<file path="src/rtl/debounce_pkg.sv">
// Shared types and helpers for the delayed debouncer.
package debounce_pkg;

  // Moore states: ZERO and WAIT1 drive 0, ONE and WAIT0 drive 1.
  typedef enum logic [1:0] {
    ZERO  = 2'd0,
    WAIT1 = 2'd1,
    ONE   = 2'd2,
    WAIT0 = 2'd3
  } state_t;

  // 20 ms at 100 MHz.
  localparam int DEFAULT_DEBOUNCE_CYCLES = 2_000_000;

  // Timer width of ceil(log2(cycles)) bits, never narrower than one bit.
  function automatic int timer_width(input int cycles);
    return (cycles <= 2) ? 1 : $clog2(cycles);
  endfunction

endpackage

</file>
<file path="src/rtl/debounce_timer.sv">
// Up-counter that measures how long sync_in has held one level in a WAIT state.
module debounce_timer
  import debounce_pkg::*;
#(
  parameter int DEBOUNCE_CYCLES = DEFAULT_DEBOUNCE_CYCLES
) (
  input  logic clk,
  input  logic reset,
  input  logic clear,
  input  logic en,
  output logic done
);

  localparam int TW = timer_width(DEBOUNCE_CYCLES);

  // The sample that enters the WAIT state is the first stable one, so the
  // interval is complete once DEBOUNCE_CYCLES-1 further samples are seen,
  // i.e. on the sample taken while the count reads DEBOUNCE_CYCLES-2.
  localparam logic [TW-1:0] LAST = TW'(DEBOUNCE_CYCLES - 2);

  logic [TW-1:0] count_q;
  logic [TW-1:0] count_d;

  // Clear has priority; otherwise count up while enabled.
  always_comb begin
    count_d = count_q;
    if (clear) begin
      count_d = '0;
    end else if (en) begin
      count_d = count_q + TW'(1);
    end
  end

  // Count register; the FSM always leaves WAIT at LAST, so it never wraps.
  always_ff @(posedge clk or posedge reset) begin
    if (reset) begin
      count_q <= '0;
    end else begin
      count_q <= count_d;
    end
  end

  assign done = (count_q == LAST);

endmodule

</file>
<file path="src/rtl/delayed_debouncer.sv">
// Delayed-response switch debouncer: synchronizer, four-state Moore FSM, timer.
module delayed_debouncer
  import debounce_pkg::*;
#(
  parameter int DEBOUNCE_CYCLES = DEFAULT_DEBOUNCE_CYCLES,
  parameter int SYNC_STAGES     = 2
) (
  input  logic clk,
  input  logic reset,
  input  logic noisy,
  output logic debounced
);

  logic [SYNC_STAGES-1:0] sync_q;
  logic [SYNC_STAGES-1:0] sync_d;
  logic                   sync_in;

  state_t state_q;
  state_t state_d;
  logic   debounced_q;
  logic   debounced_d;

  logic timer_clear;
  logic timer_en;
  logic timer_done;

  // Shift the raw level into the synchronizer chain.
  always_comb begin
    sync_d = {sync_q[SYNC_STAGES-2:0], noisy};
  end

  // Synchronizer flops; cleared on reset so a high level at release looks new.
  always_ff @(posedge clk or posedge reset) begin
    if (reset) begin
      sync_q <= '0;
    end else begin
      sync_q <= sync_d;
    end
  end

  assign sync_in = sync_q[SYNC_STAGES-1];

  // Next-state logic; any opposite-level sample in a WAIT state aborts it.
  always_comb begin
    state_d     = state_q;
    timer_clear = 1'b0;
    timer_en    = 1'b0;
    case (state_q)
      ZERO: begin
        if (sync_in) begin
          state_d     = WAIT1;
          timer_clear = 1'b1;
        end
      end
      WAIT1: begin
        if (!sync_in) begin
          state_d = ZERO;
        end else if (timer_done) begin
          state_d = ONE;
        end else begin
          timer_en = 1'b1;
        end
      end
      ONE: begin
        if (!sync_in) begin
          state_d     = WAIT0;
          timer_clear = 1'b1;
        end
      end
      WAIT0: begin
        if (sync_in) begin
          state_d = ONE;
        end else if (timer_done) begin
          state_d = ZERO;
        end else begin
          timer_en = 1'b1;
        end
      end
      default: begin
        state_d = ZERO;
      end
    endcase
    debounced_d = (state_d == ONE) || (state_d == WAIT0);
  end

  // State and output registers; the output is a flop, never a gate from noisy.
  always_ff @(posedge clk or posedge reset) begin
    if (reset) begin
      state_q     <= ZERO;
      debounced_q <= 1'b0;
    end else begin
      state_q     <= state_d;
      debounced_q <= debounced_d;
    end
  end

  debounce_timer #(
    .DEBOUNCE_CYCLES(DEBOUNCE_CYCLES)
  ) u_timer (
    .clk  (clk),
    .reset(reset),
    .clear(timer_clear),
    .en   (timer_en),
    .done (timer_done)
  );

  assign debounced = debounced_q;

endmodule

</file>
<file path="config.mk">
export PLATFORM = sky130hd
export DESIGN_NAME = delayed_debouncer
export DESIGN_NICKNAME = d
export VERILOG_FILES = /design/src/rtl/debounce_pkg.sv /design/src/rtl/debounce_timer.sv /design/src/rtl/delayed_debouncer.sv
export SDC_FILE = /design/constraint.sdc
export NUM_CORES = 1
export LEC_CHECK = 0
export ABC_CLOCK_PERIOD_IN_PS = 4100
export BUFFER_PORTS_ARGS = -buffer_cell sky130_fd_sc_hd__buf_2
export CAP_MARGIN = 5
export CORE_ASPECT_RATIO = 0.6
export CORE_MARGIN = 2
export CORE_UTILIZATION = 30
export CTS_CLUSTER_SIZE = 24
export DETAILED_ROUTE_END_ITERATION = 8
export SYNTH_ARGS = -nofsm -noshare
export SYNTH_HDL_FRONTEND = slang
export SYNTH_HIERARCHICAL = 1
export SYNTH_SLANG_ARGS = --single-unit
export TNS_END_PERCENT = 1
</file>
<file path="constraint.sdc">
create_clock -name clk -period 4.1 [get_ports clk]
set_input_delay 0.615 -clock clk [delete_from_list [all_inputs] [get_ports clk]]
set_output_delay 0.615 -clock clk [all_outputs]
set_load 0.02 [all_outputs]
</file>
After elaboration in Yosys (flattened, before gate mapping):

Index checks and enable logic that the tools add are counted.

* flip-flop bits (word level): 26
* input bits: 3
* output and inout port bits: 1
* logic and storage cells: 30

* $add $sub $neg: 1
* eq/ne operators: 6
* multiplexer cells: 16
* reduce and logical (&&, ||, !) cells: 3

Operator list (number)
* 21-bit 2-to-1 mux: 2
* 21-bit by 1-bit adder with 21-bit output, second input constant: 1
* 21-bit equality test, second input constant: 1
* 2-bit 2-to-1 mux: 6
* 2-bit equality test, second input constant: 4
* 2-bit case mux with 4 select lines: 1
* 1-bit 2-to-1 mux: 5
* 1-bit case mux with 2 select lines: 2
* 2-bit by 1-bit equality test with 1-bit output, second input constant: 1
* 2-bit logical NOT: 1
* 2-bit nonzero test: 1
* 1-bit logical OR: 1

Depth between registers and ports, before layout:

Gate-level depths: netlist of run 1.

* word-level depth: 6
* depth in mapped cells: 11
* gate-level depth less buffers: 9

Modules after synthesis:

Netlist of run 1, hierarchy kept.

By module, submodules not included
* debounce_timer: instances 1, cells each 119, area an instance 1124.8 um^2, sequential area each 525.5 um^2
* delayed_debouncer: instances 1, cells each 13, area an instance 182.7 um^2, sequential area each 125.1 um^2

Worst setup path after synthesis of run 1:

No wires, ideal clock.

* path kind: register -> register
* from: register u_timer.count_q[2]
* to: register u_timer.count_q[19]
* setup time: 136 ps
* arrival time: 2391 ps
* data required time: 3964 ps
* setup slack: 1572 ps
* cell stages (with the launch flop): 10
* buffers on the path: 1
* clock period less this slack: 2528 ps
* path through: dfrtp_1 nand3_2 or4b_2 nor4_1 nor3b_1 buf_2 o211ai_1 or4_4 or4_1 a21oi_1

* longest elaborated chain between the ends: 5
* elaborated cells on any way between the ends: 9
* those cells by class: 1 x add/sub; 1 x eq/ne; 6 x mux; 1 x reduce/logical

RTL lines
* from (decl): line debounce_timer.sv:21 `logic [TW-1:0] count_q;`
* from (signal assigned): line debounce_timer.sv:39 `count_q <= count_d;`
* 21-bit equality test *: line debounce_timer.sv:43 `assign done = (count_q == LAST);`
* via timer_done: line delayed_debouncer.sv:25 `logic timer_done;`
* 1-bit 2-to-1 mux *: line delayed_debouncer.sv:58, delayed_debouncer.sv:73
* 1-bit 2-to-1 mux, on equally long branches: line delayed_debouncer.sv:71, delayed_debouncer.sv:56
* 1-bit case mux with 2 select lines *: line delayed_debouncer.sv:48 `case (state_q)`
* via timer_en: line delayed_debouncer.sv:24 `logic timer_en;`
* 2-bit nonzero test (no line) *

Mark *: on every way through the listed nets, which the timed path passes. The rest lies on a longest branch. The select of a mux whose other input is x is not followed.
A chain may end at the register's enable or synchronous reset.

Worst setup path in the final report of run 1:

* from: register u_timer.count_q[0]
* to: register u_timer.count_q[19]

The elaborated chain is that of the path after synthesis.

==> impl_metrics.yaml, run 1 <==
cells_and_area:
  areaGrowthSynthToFinish_pct: 11.6
  mostFrequentLayoutCell: "dfrtp_1"
  fin_util_pct: 35.2
  drive_gt1_share_pct: 11.0
  final_cell_mix: "dfrtp_1 (26), nor2_1 (15), a21oi_1 (9), xnor2_1 (7), nand4_1 (7)"
  n_antenna_cell: 0
  fin_nets: 142
global_routing:
  antenna_found_initial: 0
  use_met2_pct: 18.3
  grt-ovfl-total: 0
  grt_pass1_wl_um: 4460
  grt_max_degree: 22
  first_global_vias: 930
  gr-usage-met1_pct: 16.9
  use_met3_pct: 3.86
  grtUsageTotal_pct: 11.9
  grt-busiest-layer: "met2"
critical_path:
  path_delay_family: "simple AND/OR/NAND/NOR gates"
  cp-end-kind: "register"
  arrival_ns: 3.54
  worst_path_max_delay_cell: "nor3b_1"
  cp_cell_sequence: "inv_1 -> ha_1 -> nand4_1 -> nor4_1 -> nor3b_1 -> o211ai_1 -> or4_4 -> or4_1 -> a21oi_1"
  start_kind: "register"
  cp.required_ns: 4.29
  max_stage_delay_ns: 0.87
  cp_num_buf_inv: 1
  crit_fanout: 10
  crit_type: "register to register"
floorplan:
  initial_core_util_pct: 31.6
  rows: 18
  die_y_um: 55.1
  pin_count: 4
  dieWidth_um: 89.2
  dieArea_mm2: 0.00492
  core_area_mm2: 0.00414
drt:
  final_antenna_net_count: 0
  drc: 0
  first_iter_violations: 99
  wl_um: 2610
  via_count: 1019
  dr.pass1.iters: 4
  wire_per_inst_um: 13.3
  viasPerCell: 5.20
timing:
  drv_slew: 0
  rsz0062_at_grt: "no"
  setup_viol: 0
  fmaxAchievable_mhz: 299
  skew_ns: 0.00645
  worst_pin_slew_ns: 1.05
  min_period_ns: 3.34
  finalSetupTns_ns: 0
  hold_ws_ns: 0.223
  fin_crit_sh_pct: 81.6
  maxSlewHeadroom_pct: 29.8
  hold_viol: 0
  worst_slack_ns: 0.756
place:
  port_buffers: 3
  dp.final_hpwl_um: 1900
  place_ws_ns: 0.823
  routabilityCongestion: 0.838
synthesis:
  yosysUniqueCellTypes: 32
  async_flop_share_pct: 100
  synth_area_per_cell_um2: 9.91
  syn_inst: 132
  synth_ff_type: "dfrtp_1"
  syn_nets: 137
  synth-edff-count: 0
  ys_seq_elements: 26
  syn_area_mm2: 0.00131
  ys_seq_area_share_pct: 49.8
  ys_warn_count: 6
worst_hold_path:
  hold_path.class: "primary input to async pin"
cts:
  root_buffer: "clkbuf_8"
  insertion_delay_ns: 0.27
  cts_buffers: 3
  ctsResizeCount: 0
  cts.sinks: 26
  clkTransAtPathRegs_ns: 0.09
  htreeDepth: 1
  cts_tree: "built"
  postCtsHoldBufs: 0
  postCtsSetupRepairBufs: 0
  clk_path_buf_depth: 2
power:
  p_int_mw: 0.404
  swShare_pct: 21.4
  power.density_mw_per_mm2: 352
  p_comb_share_pct: 5.7
  p_clk_share_pct: 40.9
  seqPwrFrac_pct: 53.4
  ir_drop_mv: 0.167
  leakage_nw: 0.592
  p_total_mw: 0.514
  p_switching_mw: 0.110
run_status:
  status: "finished, final reports clean"
run:
  cap_violations: 0
## cells in the mapped netlist (all sizes together), types with 2 or more instances
master | number | area (µm²)
a21oi | 9 | 45.0
and3 | 2 | 12.5
buf | 2 | 10.0
clkbuf | 2 | 7.51
dfrtp | 26 | 651
ha | 2 | 25.0
inv | 6 | 22.5
mux2 | 2 | 22.5
nand2 | 7 | 28.8
nand3 | 8 | 50.1
nand4 | 7 | 43.8
nor2 | 15 | 56.3
nor4 | 5 | 31.3
o211ai | 2 | 15.0
o21ai | 5 | 25.0
o31ai | 2 | 15.0
or3 | 4 | 25.0
or4 | 4 | 33.8
xnor2 | 7 | 61.3
xor2 | 6 | 52.6
## worst reg2reg max path, delay by kind of cell (launching register included)
kind                     cells  cell delay (ns)
AND/OR/NAND/NOR              5             2.12
flip-flops                   1             0.48
AO/OA/AOI/OAI                2             0.40
adder cells (fa/ha/maj)      1             0.20
buffers and inverters        1             0.08
## routing by layer
layer | routed length [µm] | vias up
met5 | 0 | -
met4 | 23 | 0
met3 | 136 | 3
met2 | 1120 | 30
met1 | 1330 | 506
li1 | - | 480
## sequential cells by signal (all words and copies together), names as in the netlist
register and flops:
u_timer/count_q 21, sync_q 2, debounced 1, state_q 2
## final cells by class
cell class,count,area [µm²]
clock inverter,1,30.0
sequential,26,651
timing repair buffer,4,22.5
tap,60,75.1
multi-input combinational,96,617
fill,424,2690
clock buffer,3,41.3
inverter,6,22.5
## power groups by stage
stage / Sequential (mW) / Combinational, mW / Clock, mW
2_1_floorplan: 0.276 / 0.0222 / 0
3_3_place_gp: 0.278 / 0.0277 / 0
3_5_place_dp: 0.279 / 0.0292 / 0
4_1_cts: 0.274 / 0.0294 / 0.214
5_1_grt: 0.276 / 0.0339 / 0.224
6_report: 0.274 / 0.0292 / 0.210
## metrics by stage
stage                     instance area [µm²]  instances
final                                    1460        196
after global routing                     1460        196
after CTS                                1460        196
after global placement                   1390        192
after floorplan                          1310        132
after detailed placement                 1390        192
## cells by family after synthesis
family / synth area share (%)
buffers and inverters: 3.06
multiplexers: 1.72
adder cells (fa/ha/maj): 1.91
AND/OR/NAND/NOR: 25.2
XOR/XNOR: 8.71
AO/OA/AOI/OAI: 9.66
flip-flops: 49.8
## path summary, 6_finish.rpt
| path | endpoint | depth (start not counted) | startpoint | slack [ns] |
|---|---|---|---|---|
| setup / recovery | u_timer/count_q[19] | 9 | u_timer/count_q[0] | 0.76 |
| hold / removal | sync_q[0] | 2 | reset | 0.22 |
| setup reg to reg | u_timer/count_q[19] | 9 | u_timer/count_q[0] | 0.76 |
| hold reg to reg | sync_q[1] | 0 | sync_q[0] | 0.38 |
| max in group asynchronous | u_timer/count_q[9] | 2 | reset | 3.09 |
| min in group clk | sync_q[1] | 0 | sync_q[0] | 0.38 |
(Power assumes the default switching activity.)
==> run 2: changes to the inputs <==
--- a/config.mk
+++ b/config.mk
@@ -5,7 +5,8 @@
 export SDC_FILE = /design/constraint.sdc
 export NUM_CORES = 1
 export LEC_CHECK = 0
-export ABC_CLOCK_PERIOD_IN_PS = 4100
+export ABC_AREA = 1
+export ABC_CLOCK_PERIOD_IN_PS = 3400
 export BUFFER_PORTS_ARGS = -buffer_cell sky130_fd_sc_hd__buf_2
 export CAP_MARGIN = 5
 export CORE_ASPECT_RATIO = 0.6
==> constraint.sdc (replaced) <==
create_clock -name clk -period 3.4 [get_ports clk]
set_input_delay 0.51 -clock clk [delete_from_list [all_inputs] [get_ports clk]]
set_output_delay 0.51 -clock clk [all_outputs]
set_load 0.02 [all_outputs]
==> run 2 against run 1 <==
  * Fmax grew 26%
  * Global-route usage shrank 0.12 points
  * Setup slack lost 0.0057 ns
  * First-iteration DRC count grew 47%
  * Critical path depth grew 6
  * Non-clock buffer count shrank 1
  * Count of clock-buffer cells in the layout is the same
  * Register-to-register slack is essentially flat
  * Die area grew 12%
==> impl_metrics.yaml, run 2 <==
run_status:
  status: "finished, final reports clean"
cts:
  ctsResizeCount: 0
  postCtsHoldBufs: 0
  cts.sinks: 26
  root_buffer: "clkbuf_8"
  postCtsSetupRepairBufs: 0
  cts_tree: "built"
  cts_buffers: 3
  insertion_delay_ns: 0.27
  clkTransAtPathRegs_ns: 0.09
  clk_path_buf_depth: 2
  htreeDepth: 1
cells_and_area:
  mostFrequentLayoutCell: "nand2_1"
  n_antenna_cell: 0
  fin_nets: 209
  fillers: 510
  stdcell_count: 266
  areaGrowthSynthToFinish_pct: 10.1
  drive_gt1_share_pct: 12.3
  regMostFlops: "u_timer/count_q"
  multi_input_area_um2: 703
  final_cell_mix: "nand2_1 (46), nor2_1 (30), inv_1 (27), dfrtp_1 (26), a21oi_1 (12)"
  fin_util_pct: 35.0
  largest_register_ffs: 21
  reg_top3: "u_timer/count_q (21), state_q (2), sync_q (2)"
  final_area_mm2: 0.00163
  seq_area_um2: 651
synthesis:
  synth-xor-area-share_pct: 0
  yosys-top-cells-area: "dfrtp_1 (44%), nand2_1 (12%), nor2_1 (7.6%), inv_1 (6.8%), a21oi_1 (4.1%)"
  syn_area_mm2: 0.00148
  ys_warn_count: 6
  synth-simple-area-share_pct: 36.7
  synth_top_area_cell: "dfrtp_1"
  synth_area_per_cell_um2: 7.48
  synth.mux.area_fraction_pct: 0
  synth_ff_type: "dfrtp_1"
  synth_compound_area_share_pct: 9.04
  synth-adder-area-share_pct: 1.69
  yosysMostFrequentCell: "nand2_1"
  syn_nets: 203
  ys_top_cells_by_count: "nand2_1 (46), nor2_1 (30), inv_1 (27)"
  syn_inst: 198
  yosysUniqueCellTypes: 27
  ys_seq_elements: 26
  synth-edff-count: 0
  netlist.area_leader.share_pct: 43.9
  ys_seq_area_share_pct: 43.9
  synth_top_family_by_area: "simple AND/OR/NAND/NOR gates"
  async_flop_share_pct: 100
timing:
  worst_pin_slew_ns: 0.815
  hold_viol: 0
  setup_viol: 0
  fmaxAchievable_mhz: 377
  min_period_ns: 2.65
  hold_ws_ns: 0.125
  skew_ns: 0.00473
  maxSlewHeadroom_pct: 45.5
  drv_slew: 0
  fin_crit_sh_pct: 77.9
  rsz0062_at_grt: "no"
  finalSetupTns_ns: 0
global_routing:
  gr-usage-met1_pct: 20.1
  grt-busiest-layer: "met1"
  grt_pass1_wl_um: 5130
  antenna_found_initial: 0
  use_met2_pct: 14.8
  grt-ovfl-total: 0
  first_global_vias: 1048
  use_met3_pct: 2.30
  grt_max_degree: 22
  grtUsageTotal_pct: 11.8
critical_path:
  reg2reg_to: "u_timer/count_q[14]"
  arrival_ns: 2.86
  r2r_start: "u_timer/count_q[0]"
  rr_worst_depth: 15
  crit_fanout: 11
  crit_type: "register to register"
  cp.required_ns: 3.61
  start_kind: "register"
  ff2ff_setup_slack_ns: 0.75
  cp-end-kind: "register"
floorplan:
  pin_count: 4
  core_area_mm2: 0.00466
  rows: 19
  dieWidth_um: 94.7
  dieArea_mm2: 0.00553
  die_y_um: 58.4
  initial_core_util_pct: 31.8
drt:
  first_iter_violations: 146
  wl_um: 2990
  final_antenna_net_count: 0
  drc: 0
  via_count: 1212
  wire_per_inst_um: 11.2
  dr.pass1.iters: 4
  viasPerCell: 4.56
place:
  port_buffers: 3
  dp.final_hpwl_um: 2240
  placed_cells: 262
  routabilityCongestion: 0.799
  place_area_mm2: 0.00156
run:
  cap_violations: 0
power:
  power.density_mw_per_mm2: 377
  ir_drop_mv: 0.157
  leakage_nw: 0.811
worst_hold_path:
  hold_path.class: "primary input to async pin"
[run 2: how the worst max path moves through the flow]
stage	from	to	slack, ns	depth (start not counted)
finish	u_timer/count_q[0]	u_timer/count_q[14]	0.75	15
global route	u_timer/count_q[0]	u_timer/count_q[14]	0.42	15
CTS	u_timer/count_q[0]	u_timer/count_q[14]	0.79	15
global placement	u_timer/count_q[0]	u_timer/count_q[14]	0.94	15
detailed placement	u_timer/count_q[0]	u_timer/count_q[14]	0.81	15
floorplan	u_timer/count_q[0]	u_timer/count_q[13]	1.55	17
[run 2: through the flow]
stage	setup WS, ns	power (mW)
after floorplan	1.55	0.354
after global placement	0.939	0.362
after detailed placement	0.806	0.363
after CTS	0.789	0.624
after global routing	0.418	0.643
final	0.750	0.614
[run 2: cells by family after synthesis]
family | count (synthesis)
AOI/OAI and AO/OA | 26
and+or+nand+nor | 112
buffers and inverters | 32
DFF | 26
adders and majority gates | 2
[run 2: per-layer routing]
| metal | share of wire, % | vias up |
|---|---|---|
| met5 | 0 | - |
| met4 | 0.70 | 0 |
| met3 | 6.1 | 5 |
| met2 | 38 | 30 |
| met1 | 55 | 542 |
| li1 | - | 635 |
[run 2: power breakdown]
group	internal, mW	leakage [nW]	switching [mW]
Sequential	0.315	0.355	0.00780
Clock	0.158	0.0357	0.101
Combinational	0.00825	0.421	0.0247
Total	0.481	0.811	0.133
[run 2: critical path, cell delays in order, from the launching register on]
cell      delay, ns
dfrtp_1        0.44
inv_1          0.12
ha_1           0.15
nand4_1        0.09
nand3b_1       0.17
nor2_1         0.15
inv_1          0.05
nand2_1        0.05
nor2_1         0.05
nor2_1         0.62
inv_1          0.25
nand3_4        0.15
nor2_8         0.05
nand3_1        0.07
nand2_1        0.06
nor2_2         0.11
[run 2: area by class of cell]
class,instances,share of cell area (%)
sequential,26,39.9
clock inverter,1,1.84
multi-input combinational,140,43.1
clock buffer,3,2.53
tap,63,4.83
inverter,30,6.90
timing repair buffer,3,0.920
==> run 3: changes to the inputs <==
--- a/config.mk
+++ b/config.mk
@@ -6,7 +6,7 @@
 export NUM_CORES = 1
 export LEC_CHECK = 0
 export ABC_AREA = 1
-export ABC_CLOCK_PERIOD_IN_PS = 3400
+export ABC_CLOCK_PERIOD_IN_PS = 2200
 export BUFFER_PORTS_ARGS = -buffer_cell sky130_fd_sc_hd__buf_2
 export CAP_MARGIN = 5
 export CORE_ASPECT_RATIO = 0.6
==> constraint.sdc (replaced) <==
create_clock -name clk -period 2.2 [get_ports clk]
set_input_delay 0.33 -clock clk [delete_from_list [all_inputs] [get_ports clk]]
set_output_delay 0.33 -clock clk [all_outputs]
set_load 0.02 [all_outputs]
==> run 3 against run 2 <==
  * Non-clock buffer count increased by 14
  * Global-route usage increased by 2.3 points
  * Critical path depth increased by 2
  * Utilization increased by 2.6 points
  * First-iteration DRC count decreased by 40%
  * Sequential power increased by 53%
  * Count of clock-buffer cells in the layout unchanged
  * Largest power group unchanged
  * Highest routed layer unchanged
  * Hold slack improved by 0.034 ns
  * Critical endpoint is now u_timer/count_q[13]
==> impl_metrics.yaml, run 3 (synthesized netlist as in run 2, its figures left out) <==
place:
  dp.final_hpwl_um: 2690
  port_buffers: 3
  placed_cells: 272
  place_ws_ns: 0.143
  routabilityCongestion: 0.845
  place_area_mm2: 0.00164
timing:
  drv_slew: 0
  finalSetupTns_ns: 0
  fmaxAchievable_mhz: 484
  worst_pin_slew_ns: 0.321
  worst_slack_ns: 0.135
  rsz0062_at_grt: "yes"
  fin_crit_sh_pct: 93.8
  hold_ws_ns: 0.159
  setup_viol: 0
  min_period_ns: 2.06
  skew_ns: 0.00640
  hold_viol: 0
  maxSlewHeadroom_pct: 78.6
cells_and_area:
  stdcell_count: 280
  regMostFlops: "u_timer/count_q"
  drive_gt1_share_pct: 19.8
  fin_util_pct: 37.6
  fin_nets: 223
  final_area_mm2: 0.00175
  mostFrequentLayoutCell: "nand2_1"
  final_cell_mix: "nand2_1 (45), nor2_1 (27), inv_1 (26), dfrtp_1 (26)"
  largest_register_ffs: 21
  areaGrowthSynthToFinish_pct: 18.3
  fillers: 513
  n_antenna_cell: 0
  reg_top3: "u_timer/count_q (21), state_q (2), sync_q (2)"
floorplan:
  pin_count: 4
  core_area_mm2: 0.00466
  dieWidth_um: 94.7
  die_y_um: 58.4
  initial_core_util_pct: 31.8
  rows: 19
  dieArea_mm2: 0.00553
power:
  p_int_mw: 0.765
  ir_drop_mv: 0.316
  swShare_pct: 22.1
  leakage_nw: 0.881
  p_switching_mw: 0.217
  p_total_mw: 0.982
  power.density_mw_per_mm2: 560
  p_clk_share_pct: 41.1
  p_comb_share_pct: 8.7
  seqPwrFrac_pct: 50.2
drt:
  wl_um: 3520
  drc: 0
  first_iter_violations: 87
  wire_per_inst_um: 12.6
  final_antenna_net_count: 0
  via_count: 1267
  viasPerCell: 4.53
  dr.pass1.iters: 5
critical_path:
  rr_worst_depth: 17
  cp.required_ns: 2.41
  r2r_start: "u_timer/count_q[0]"
  start_kind: "register"
  arrival_ns: 2.28
  crit_type: "register to register"
  max_stage_delay_ns: 0.36
  cp_cell_sequence: "inv_1 -> ha_1 -> nand4_1 -> nand3b_1 -> nor2_2 -> inv_1 -> nand2_1 -> nor2_2 -> nor2_1 -> buf_6 -> nor2_1 -> nand2_1 -> nor2_4 -> nand2_2 -> nand2_1 -> nand2_1 -> nor2_2"
  worst_path_max_delay_cell: "dfrtp_1"
  reg2reg_to: "u_timer/count_q[13]"
  cp-end-kind: "register"
  ff2ff_setup_slack_ns: 0.14
  path_delay_family: "simple AND/OR/NAND/NOR gates"
  crit_fanout: 8
  cp_common_cell: "nand2_1"
  cp_num_buf_inv: 3
run:
  cap_violations: 0
global_routing:
  grtUsageTotal_pct: 14.1
  grt_pass1_wl_um: 5780
  first_global_vias: 1105
  antenna_found_initial: 0
  grt_max_degree: 22
  grt-ovfl-total: 0
cts:
  cts_tree: "built"
  root_buffer: "clkbuf_8"
  insertion_delay_ns: 0.28
  clk_path_buf_depth: 2
  htreeDepth: 1
  cts_buffers: 3
  clkTransAtPathRegs_ns: 0.10
  cts.sinks: 26
worst_hold_path:
  min_to: "sync_q[0]"
  hold_path.class: "primary input to register"
  whs_path_depth: 1
  min-delay-start: "noisy"
run_status:
  status: "finished, final reports clean"
==> run 3: cell type report <==
class                           instances  area [µm²]  share of cell area, %
Clock buffer                            3        41.3                   2.36
Timing Repair Buffer                   17         126                   7.21
Inverter                               30         113                   6.42
Sequential cell                        26         651                   37.1
Tap cell                               63        78.8                   4.50
Multi-Input combinational cell        140         713                   40.7
Clock inverter                          1        30.0                   1.71
==> run 3: power by group through the flow <==
stage                     clock [mW]  sequential [mW]  combinational [mW]
after floorplan                    0            0.506              0.0410
after global placement             0            0.502              0.0724
after detailed placement           0            0.502              0.0744
after CTS                      0.417            0.493              0.0758
after global routing           0.434            0.494              0.0955
final                          0.404            0.493              0.0855
==> run 3: metal layers <==
| layer | track usage (%) | vias to the layer above | wire length, µm |
|---|---|---|---|
| met5 | 0 | - | 0 |
| met4 | 2.48 | 0 | 24 |
| met3 | 3.07 | 2 | 196 |
| met2 | 16.7 | 24 | 1340 |
| met1 | 24.6 | 578 | 1960 |
| li1 | - | 663 | - |
==> run 3: what timing repair did <==
item | in CTS | in global routing
gates resized for setup | 0 | 7
setup buffers | 0 | 3
setup endpoints to repair | 0 | 10
endpoints found under the hold margin | 5 | 0
hold buffers | 1 | 0
==> run 3: how the worst max path moves through the flow <==
stage	from	endpoint	slack (ns)	cells past startpoint
finish	u_timer/count_q[0]	u_timer/count_q[13]	0.14	17
global route	u_timer/count_q[0]	u_timer/count_q[13]	-0.03	17
CTS	u_timer/count_q[0]	u_timer/count_q[14]	0.12	16
detailed placement	u_timer/count_q[0]	u_timer/count_q[20]	0.14	16
global placement	u_timer/count_q[0]	u_timer/count_q[13]	0.20	17
floorplan	u_timer/count_q[0]	u_timer/count_q[13]	0.35	17
==> run 3: worst register-to-register path, cell delays in order (launching register included) <==
cell and delay, ns:
dfrtp_1 0.36, inv_1 0.07, ha_1 0.19, nand4_1 0.09, nand3b_1 0.12, nor2_2 0.05, inv_1 0.05, nand2_1 0.06
nor2_2 0.10, nor2_1 0.06, buf_6 0.15, nor2_1 0.09, nand2_1 0.10, nor2_4 0.21, nand2_2 0.08, nand2_1 0.06
nand2_1 0.06, nor2_2 0.11
